--- src/rtl/alu_seq.sv ---
// alu_seq: handshaked ALU with single-cycle logic/arith/shift ops and iterative multiply/divide.
module alu_seq #(
  parameter int WIDTH = 32
) (
  input  logic             clk,
  input  logic             rst,
  input  logic             in_valid,
  output logic             in_ready,
  input  logic [3:0]       op,
  input  logic [WIDTH-1:0] a_in,
  input  logic [WIDTH-1:0] b_in,
  output logic             out_valid,
  input  logic             out_ready,
  output logic [WIDTH-1:0] result,
  output logic             carry_out,
  output logic             overflow,
  output logic             zero,
  output logic             bad_op
);
  localparam int SHW = $clog2(WIDTH);
  localparam logic [1:0] IDLE = 2'd0, BUSY = 2'd1, DONE = 2'd2;
  localparam logic [3:0] OP_AND = 4'b0000, OP_OR = 4'b0001, OP_ADD = 4'b0010, OP_SLL = 4'b0011,
                         OP_SRL = 4'b0100, OP_SRA = 4'b0101, OP_SUB = 4'b0110, OP_SLT = 4'b0111,
                         OP_MUL = 4'b1000, OP_DIVU = 4'b1001, OP_REMU = 4'b1010, OP_NOR = 4'b1100,
                         OP_EQ = 4'b1111;
  logic [1:0]       state;
  logic [SHW-1:0]   cnt;
  logic [3:0]       opr;
  logic [WIDTH-1:0] x, y, acc;
  logic [WIDTH:0]   sum, dif, d_r, d_s;
  logic [SHW-1:0]   sh;
  logic [WIDTH-1:0] s_res, m_acc, d_rem, d_quo;
  logic             s_c, s_v, s_bad, iter, d_ge;
  assign sum = {1'b0, a_in} + {1'b0, b_in};
  assign dif = {1'b0, a_in} - {1'b0, b_in};
  assign sh = b_in[SHW-1:0];
  assign iter = (op == OP_MUL) || ((op == OP_DIVU || op == OP_REMU) && |b_in);
  always_comb begin
    s_res = '0;
    s_c = 1'b0;
    s_v = 1'b0;
    s_bad = 1'b0;
    case (op)
      OP_AND: s_res = a_in & b_in;
      OP_OR:  s_res = a_in | b_in;
      OP_NOR: s_res = ~(a_in | b_in);
      OP_ADD: begin
        s_res = sum[WIDTH-1:0];
        s_c = sum[WIDTH];
        s_v = (a_in[WIDTH-1] == b_in[WIDTH-1]) && (sum[WIDTH-1] != a_in[WIDTH-1]);
      end
      OP_SUB: begin
        s_res = dif[WIDTH-1:0];
        s_c = ~dif[WIDTH];
        s_v = (a_in[WIDTH-1] != b_in[WIDTH-1]) && (dif[WIDTH-1] != a_in[WIDTH-1]);
      end
      OP_SLT:  s_res = {{(WIDTH-1){1'b0}}, $signed(a_in) < $signed(b_in)};
      OP_EQ:   s_res = {{(WIDTH-1){1'b0}}, a_in == b_in};
      OP_SLL:  s_res = a_in << sh;
      OP_SRL:  s_res = a_in >> sh;
      OP_SRA:  s_res = $unsigned($signed(a_in) >>> sh);
      OP_MUL:  s_res = '0;
      // reached only for divide by zero; nonzero divisors take the iterative path
      OP_DIVU: s_res = '1;
      OP_REMU: s_res = a_in;
      default: s_bad = 1'b1;
    endcase
  end
  assign m_acc = acc + (y[0] ? x : '0);
  assign d_r = {acc, x[WIDTH-1]};
  assign d_s = d_r - {1'b0, y};
  assign d_ge = ~d_s[WIDTH];
  assign d_rem = d_ge ? d_s[WIDTH-1:0] : d_r[WIDTH-1:0];
  assign d_quo = {x[WIDTH-2:0], d_ge};
  always_ff @(posedge clk) begin
    if (rst) begin
      state <= IDLE;
      cnt <= '0;
      opr <= '0;
      x <= '0;
      y <= '0;
      acc <= '0;
      result <= '0;
      carry_out <= 1'b0;
      overflow <= 1'b0;
      bad_op <= 1'b0;
    end else begin
      case (state)
        IDLE: if (in_valid) begin
          opr <= op;
          x <= a_in;
          y <= b_in;
          acc <= '0;
          cnt <= SHW'(WIDTH - 1);
          if (iter) state <= BUSY;
          else begin
            state <= DONE;
            result <= s_res;
            carry_out <= s_c;
            overflow <= s_v;
            bad_op <= s_bad;
          end
        end
        BUSY: begin
          cnt <= cnt - 1'b1;
          if (opr == OP_MUL) begin
            acc <= m_acc;
            x <= x << 1;
            y <= y >> 1;
          end else begin
            acc <= d_rem;
            x <= d_quo;
          end
          if (cnt == '0) begin
            state <= DONE;
            result <= (opr == OP_MUL) ? m_acc : (opr == OP_DIVU) ? d_quo : d_rem;
            carry_out <= 1'b0;
            overflow <= 1'b0;
            bad_op <= 1'b0;
          end
        end
        DONE: if (out_ready) state <= IDLE;
        default: state <= IDLE;
      endcase
    end
  end
  assign in_ready = (state == IDLE);
  assign out_valid = (state == DONE);
  assign zero = (result == '0);
endmodule

--- config.mk ---
export PLATFORM = sky130hd
export DESIGN_NAME = alu_seq
export DESIGN_NICKNAME = d
export VERILOG_FILES = /design/src/rtl/alu_seq.sv
export SDC_FILE = /design/constraint.sdc
export NUM_CORES = 1
export LEC_CHECK = 0
export CAP_MARGIN = 40
export CORE_MARGIN = 4
export CORE_UTILIZATION = 44
export CTS_CLUSTER_DIAMETER = 80
export CTS_CLUSTER_SIZE = 12
export DETAILED_ROUTE_END_ITERATION = 10
export SYNTH_ARGS = -nofsm -noshare
export SYNTH_HDL_FRONTEND = slang
export SYNTH_SLANG_ARGS = --single-unit
--- constraint.sdc ---
create_clock -name clk -period 5.7 [get_ports clk]
set_clock_uncertainty 0.1 [all_clocks]
set_input_delay 0.57 -clock clk [delete_from_list [all_inputs] [get_ports clk]]
set_output_delay 0.57 -clock clk [all_outputs]
set_load 0.03 [all_outputs]
==> impl_metrics.yaml, run 1 <==
power_and_ir_drop:
  cellPowerDensity_nw_per_um2: 197
  p_int_mw: 2.48
  power.share.switching: 0.428
  p_comb_frac: 0.446
  ir_worst_vdd_mv: 0.205
  switching_power_mw: 1.86
  pwr-share-clk: 0.284
  power_frac_seq: 0.270
  p_leak_nw: 8.94
clock_tree:
  clk_latency_ns: 0.45
  clock_path_buffers: 2
  numClockSinks: 142
  h-tree-depth: 4
  tritoncts: "yes"
  clk_pin_slew_ns: 0.06
  ctsHoldBuffers: 0
  cts_root_buf: "clkbuf_16"
  cts_buffers: 17
  cts_resized: 0
  cts_setup_buffers: 0
synth:
  yosys_register_bits: 142
  syn_inst: 2755
  ys_warn_count: 0
  synthDistinctLibCells: 100
  syn_area_sq_um: 19900
  synth-edff-count: 0
  syn-num-nets: 2997
  synth-main-ff-cell: "dfxtp_1"
  ys_seq_area_frac: 0.143
  async_flop_share: 0
  avgSynthCellArea_sq_um: 7.23
outcome:
  status: "complete, no violations"
placed_design:
  io_buffers: 109
  dp_hpwl_mm: 75.1
  dp.cells: 3324
  dp_slack_ns: 0.909
  gp_congestion: 1.04
floorplan:
  dieArea_sq_um: 48800
  die_w_microns: 221
  start_util: 0.448
  num_io_pins: 110
  rows: 77
  core_area_sq_um: 44500
  fp.dieH_microns: 221
drt:
  vias_per_cell: 6.85
  wire_per_inst_microns: 28.9
  wirelength_mm: 96.9
  postRouteAntennaNets: 0
  drc: 0
  firstDrtPassIters: 6
  drt_iter0_drc: 3076
  via_count: 23000
global_routing:
  grt_max_degree: 83
  antenna_found_initial: 2
  grt_pass1_wl_mm: 142
  grt_use_total: 0.376
  grt_pass1_vias: 21600
  overflow: 0
sta:
  rsz0062_at_grt: "false"
  fin_crit_sh: 0.800
  setup_viol: 0
  period_needed_ns: 4.56
  max-slew-margin-rel: 0.362
  fmax_mhz: 219
  setup_slack_ns: 1.14
  worst_pin_slew_ns: 0.957
  finalHoldViolCount: 0
  maxSlewViolCount: 0
  finalSetupTns_ns: 0
layout:
  final_net_count: 2993
  multi_input_area_sq_um: 15600
  synthToLayoutAreaGrowth_pct: 10.7
  final_cell_mix: "nand2_1, nor2_1, a21oi_1, ha_1, o21ai_0"
  drive_gt1_frac: 0.0821
  postLayoutCoreUtil: 0.496
  nFillCells: 4516
  layout_commonest_cell: "nand2_1"
  regArea_sq_um: 2840
  fin_cells: 3357
setup_path:
  crit_family: "compound AO/OA/AOI/OAI gates"
  slowest_stage: "clkdlybuf4s50_1"
  end_kind: "flip-flop"
  cp-start-kind: "primary input"
  crit_arrival_ns: 4.81
  crit_path_max_incr_delay_ns: 0.79
  cp.required_ns: 5.95
  critPathBufInv: 3
  crit_type: "in2reg"
  path_cells: "clkdlybuf4s50_1 > inv_1 > ha_1 > inv_1 > fa_1 > nor2b_1 > o221ai_1 > a221o_1 > o211ai_1 > a21o_1 > a21o_1 > o21ai_0 > xnor2_1 > a221oi_1 > a211oi_1"
  critical_path.max_fanout: 7
job:
  maxCapViolations: 0
hold_path:
  hp-class: "reg2reg"
[layer usage]
metal | GRT usage | vias to the layer above | share of wire
met1 | 0.505 | 11000 | 0.40
met2 | 0.575 | 1526 | 0.43
met4 | 0.179 | 0 | 0.057
met5 | 0 | - | 0
met3 | 0.0819 | 283 | 0.11
li1 | - | 10200 | -
[worst register-to-register path, stage by stage (launching register included)]
cell      delay (ns)
dfxtp_1         0.31
inv_1           0.07
ha_1            0.18
inv_1           0.06
fa_1            0.44
a211oi_2        0.32
o211ai_2        0.18
a31oi_4         0.28
a311oi_4        0.21
a31oi_4         0.29
xor2_2          0.76
nor2_1          0.18
o311ai_0        0.73
o211ai_1        0.17
[power by group through the flow]
| stage | Clock [mW] | Combinational [mW] | Sequential, mW |
|---|---|---|---|
| final | 1.23 | 1.93 | 1.17 |
| after global routing | 1.27 | 2.04 | 1.18 |
| after CTS | 1.24 | 1.87 | 1.17 |
| after detailed placement | 0 | 1.86 | 1.19 |
| after global placement | 0 | 1.85 | 1.19 |
| after floorplan | 0 | 1.16 | 1.19 |
[flip-flops by register name, summed over array words and instances, names as in the netlist]
| name | count |
|---|---|
| state | 2 |
| x | 32 |
| overflow | 1 |
| cnt | 5 |
| acc | 32 |
| carry_out | 1 |
| opr | 4 |
| y | 32 |
| result | 32 |
| bad_op | 1 |
[kinds of logic after synthesis]
logic type | share of synthesized area
simple gates | 0.211
flops | 0.143
mux | 0.107
xor+xnor | 0.0418
compound gates | 0.312
fa+ha+maj | 0.108
buf+inv | 0.0777
[cells in the mapped netlist, types with 52 or more instances]
| master | count | area, sq um |
|---|---|---|
| nor2_1 | 275 | 1030 |
| nand2_1 | 375 | 1410 |
| a21oi_1 | 219 | 1100 |
| nor3_1 | 64 | 320 |
| mux4_2 | 52 | 1170 |
| a311oi_1 | 69 | 604 |
| inv_1 | 146 | 548 |
| o21ai_0 | 150 | 751 |
| ha_1 | 166 | 2080 |
| dfxtp_1 | 142 | 2840 |
| clkbuf_1 | 140 | 526 |
| xnor2_1 | 60 | 526 |
| mux2i_1 | 75 | 751 |
[final cells by class]
type | instances | share of cell area
clock inverter | 15 | 0.00947
sequential | 142 | 0.129
inverter | 150 | 0.0255
timing repair buffer | 193 | 0.0776
clock buffer | 17 | 0.0193
multi-input combinational | 2247 | 0.706
antenna | 1 | 0.000113
tap | 592 | 0.0336
[stage by stage]
| stage | cell area [sq um] | hold slack (ns) | power (mW) |
|---|---|---|---|
| after CTS | 22100 | 0.363 | 4.27 |
| after floorplan | 19900 | 0.336 | 2.35 |
| after global routing | 22100 | 0.382 | 4.49 |
| after detailed placement | 21400 | 0.355 | 3.04 |
| after global placement | 21400 | 0.345 | 3.03 |
| final | 22100 | 0.366 | 4.34 |
[path summary, 6_finish.rpt]
path	startpoint	slack, ns	endpoint	cells past startpoint
min	opr[1]	0.37	opr[1]	2
max	a_in[0]	1.14	result[16]	15
min reg2reg	opr[1]	0.37	opr[1]	2
max reg2reg	x[31]	1.27	result[30]	13
Power figures use the tool's default switching activity.
==> inputs of run 2 (changes only) <==
==> constraint.sdc (replaced) <==
create_clock -name clk -period 4.64 [get_ports clk]
set_clock_uncertainty 0.1 [all_clocks]
set_input_delay 0.464 -clock clk [delete_from_list [all_inputs] [get_ports clk]]
set_output_delay 0.464 -clock clk [all_outputs]
set_load 0.03 [all_outputs]
==> run 2 against run 1 <==
  * Worst setup slack got worse by 0.79 ns
  * Global-route usage decreased by 0.55 points
  * Cell count is 1.5% higher
  * Via count fell by 0.21%
==> impl_metrics.yaml, run 2 (same netlist as run 1, synthesis figures left out) <==
power_and_ir_drop:
  p_comb_frac: 0.456
  pwr-share-clk: 0.268
  p_int_mw: 2.92
  power_mw: 5.22
  switching_power_mw: 2.29
  ir_worst_vdd_mv: 0.283
  cellPowerDensity_nw_per_um2: 232
  power_frac_seq: 0.276
  power.share.switching: 0.439
  p_leak_nw: 9.18
placed_design:
  dp_slack_ns: 0.146
  dp.cells: 3374
  placed_cell_area_sq_um: 21900
  io_buffers: 109
  gp_congestion: 1.05
  dp_hpwl_mm: 75.5
global_routing:
  grt_pass1_vias: 21400
  met1_usage: 0.506
  grt_pass1_wl_mm: 140
  grtUsageMet2: 0.560
  met3_usage: 0.0781
  grt_max_degree: 69
  gr-max-usage-layer: "met2"
  antenna_found_initial: 1
  overflow: 0
  grt_use_total: 0.370
clock_tree:
  clk_pin_slew_ns: 0.07
  ctsHoldBuffers: 0
  clk_latency_ns: 0.45
  cts_root_buf: "clkbuf_16"
  cts_resized: 0
  h-tree-depth: 4
  cts_buffers: 17
  clock_path_buffers: 2
  tritoncts: "yes"
  numClockSinks: 142
  cts_setup_buffers: 0
layout:
  postLayoutCoreUtil: 0.504
  fin_area_sq_um: 22400
  fin_cells: 3406
  final_net_count: 3043
  synthToLayoutAreaGrowth_pct: 12.6
  antenna_cells: 0
  layout_commonest_cell: "nand2_1"
  final_cell_mix: "nand2_1, nor2_1, a21oi_1, ha_1, o21ai_0"
  drive_gt1_frac: 0.0984
sta:
  fin_crit_sh: 0.926
  finalHoldViolCount: 0
  rsz0062_at_grt: "false"
  fmax_mhz: 233
  setup_slack_ns: 0.345
  max-slew-margin-rel: 0.366
  maxSlewViolCount: 0
  worst_pin_slew_ns: 0.948
  setup_viol: 0
  hold_ws_ns: 0.368
  finalSetupTns_ns: 0
  period_needed_ns: 4.30
setup_path:
  crit_path_max_incr_delay_ns: 0.59
  crit_type: "reg2reg"
  crit_arrival_ns: 4.58
  slowest_stage: "a211oi_1"
  cp-start-kind: "flip-flop"
  path_cells: "ha_1 > inv_1 > fa_1 > a211oi_2 > o211ai_2 > a31oi_4 > a311oi_4 > a31oi_4 > xnor2_4 > buf_12 > mux2i_1 > a211oi_1 > a211oi_1 > nor3_1"
  critical_path.max_fanout: 31
  cp.required_ns: 4.92
  end_kind: "flip-flop"
floorplan:
  core_area_sq_um: 44500
  die_w_microns: 221
  fp.dieH_microns: 221
  dieArea_sq_um: 48800
  num_io_pins: 110
  start_util: 0.448
  rows: 77
drt:
  wire_per_inst_microns: 28.1
  wirelength_mm: 95.7
  via_count: 22900
  postRouteAntennaNets: 0
  drt_iter0_drc: 2751
  vias_per_cell: 6.74
  drc: 0
  firstDrtPassIters: 8
outcome:
  status: "complete, no violations"
job:
  maxCapViolations: 0
hold_path:
  hp-class: "reg2reg"
## run 2: critical path, delay by kind of cell, from the launching register on
family	cells	cell delay, ns
adder cells (fa/ha/maj)	2	0.71
AND/OR/NAND/NOR	1	0.18
buffers and inverters	2	0.31
multiplexers	1	0.17
XOR/XNOR	1	0.15
AO/OA/AOI/OAI	7	2.01
flip-flops	1	0.53
## run 2: final timing paths
kind | to | from | slack [ns] | depth (start not counted)
hold reg to reg | opr[2] | opr[2] | 0.37 | 2
hold / removal | opr[2] | opr[2] | 0.37 | 2
setup / recovery | result[11] | y[0] | 0.34 | 14
setup reg to reg | result[11] | y[0] | 0.34 | 14
## run 2: per-layer routing
| layer | part of all wire | vias up | wire [microns] |
|---|---|---|---|
| met2 | 0.42 | 1509 | 40400 |
| met5 | 0.00014 | - | 13 |
| met1 | 0.41 | 10900 | 39200 |
| met4 | 0.057 | 2 | 5450 |
| met3 | 0.11 | 262 | 10700 |
| li1 | - | 10300 | - |
## run 2: power by group through the flow
| stage | logic, mW | registers (mW) | clock network [mW] |
|---|---|---|---|
| finish | 2.38 | 1.44 | 1.40 |
| global route | 2.51 | 1.45 | 1.45 |
| CTS | 2.30 | 1.43 | 1.40 |
| detailed placement | 2.29 | 1.46 | 0 |
| global placement | 2.29 | 1.46 | 0 |
| floorplan | 1.42 | 1.46 | 0 |
## run 2: area by class of cell
cell class	instances	area, sq um
Timing Repair Buffer	243	2130
Tap cell	592	741
Inverter	150	563
Clock inverter	14	149
Multi-Input combinational cell	2247	15600
Sequential cell	142	2840
Clock buffer	18	429
Fill cell	4447	22100
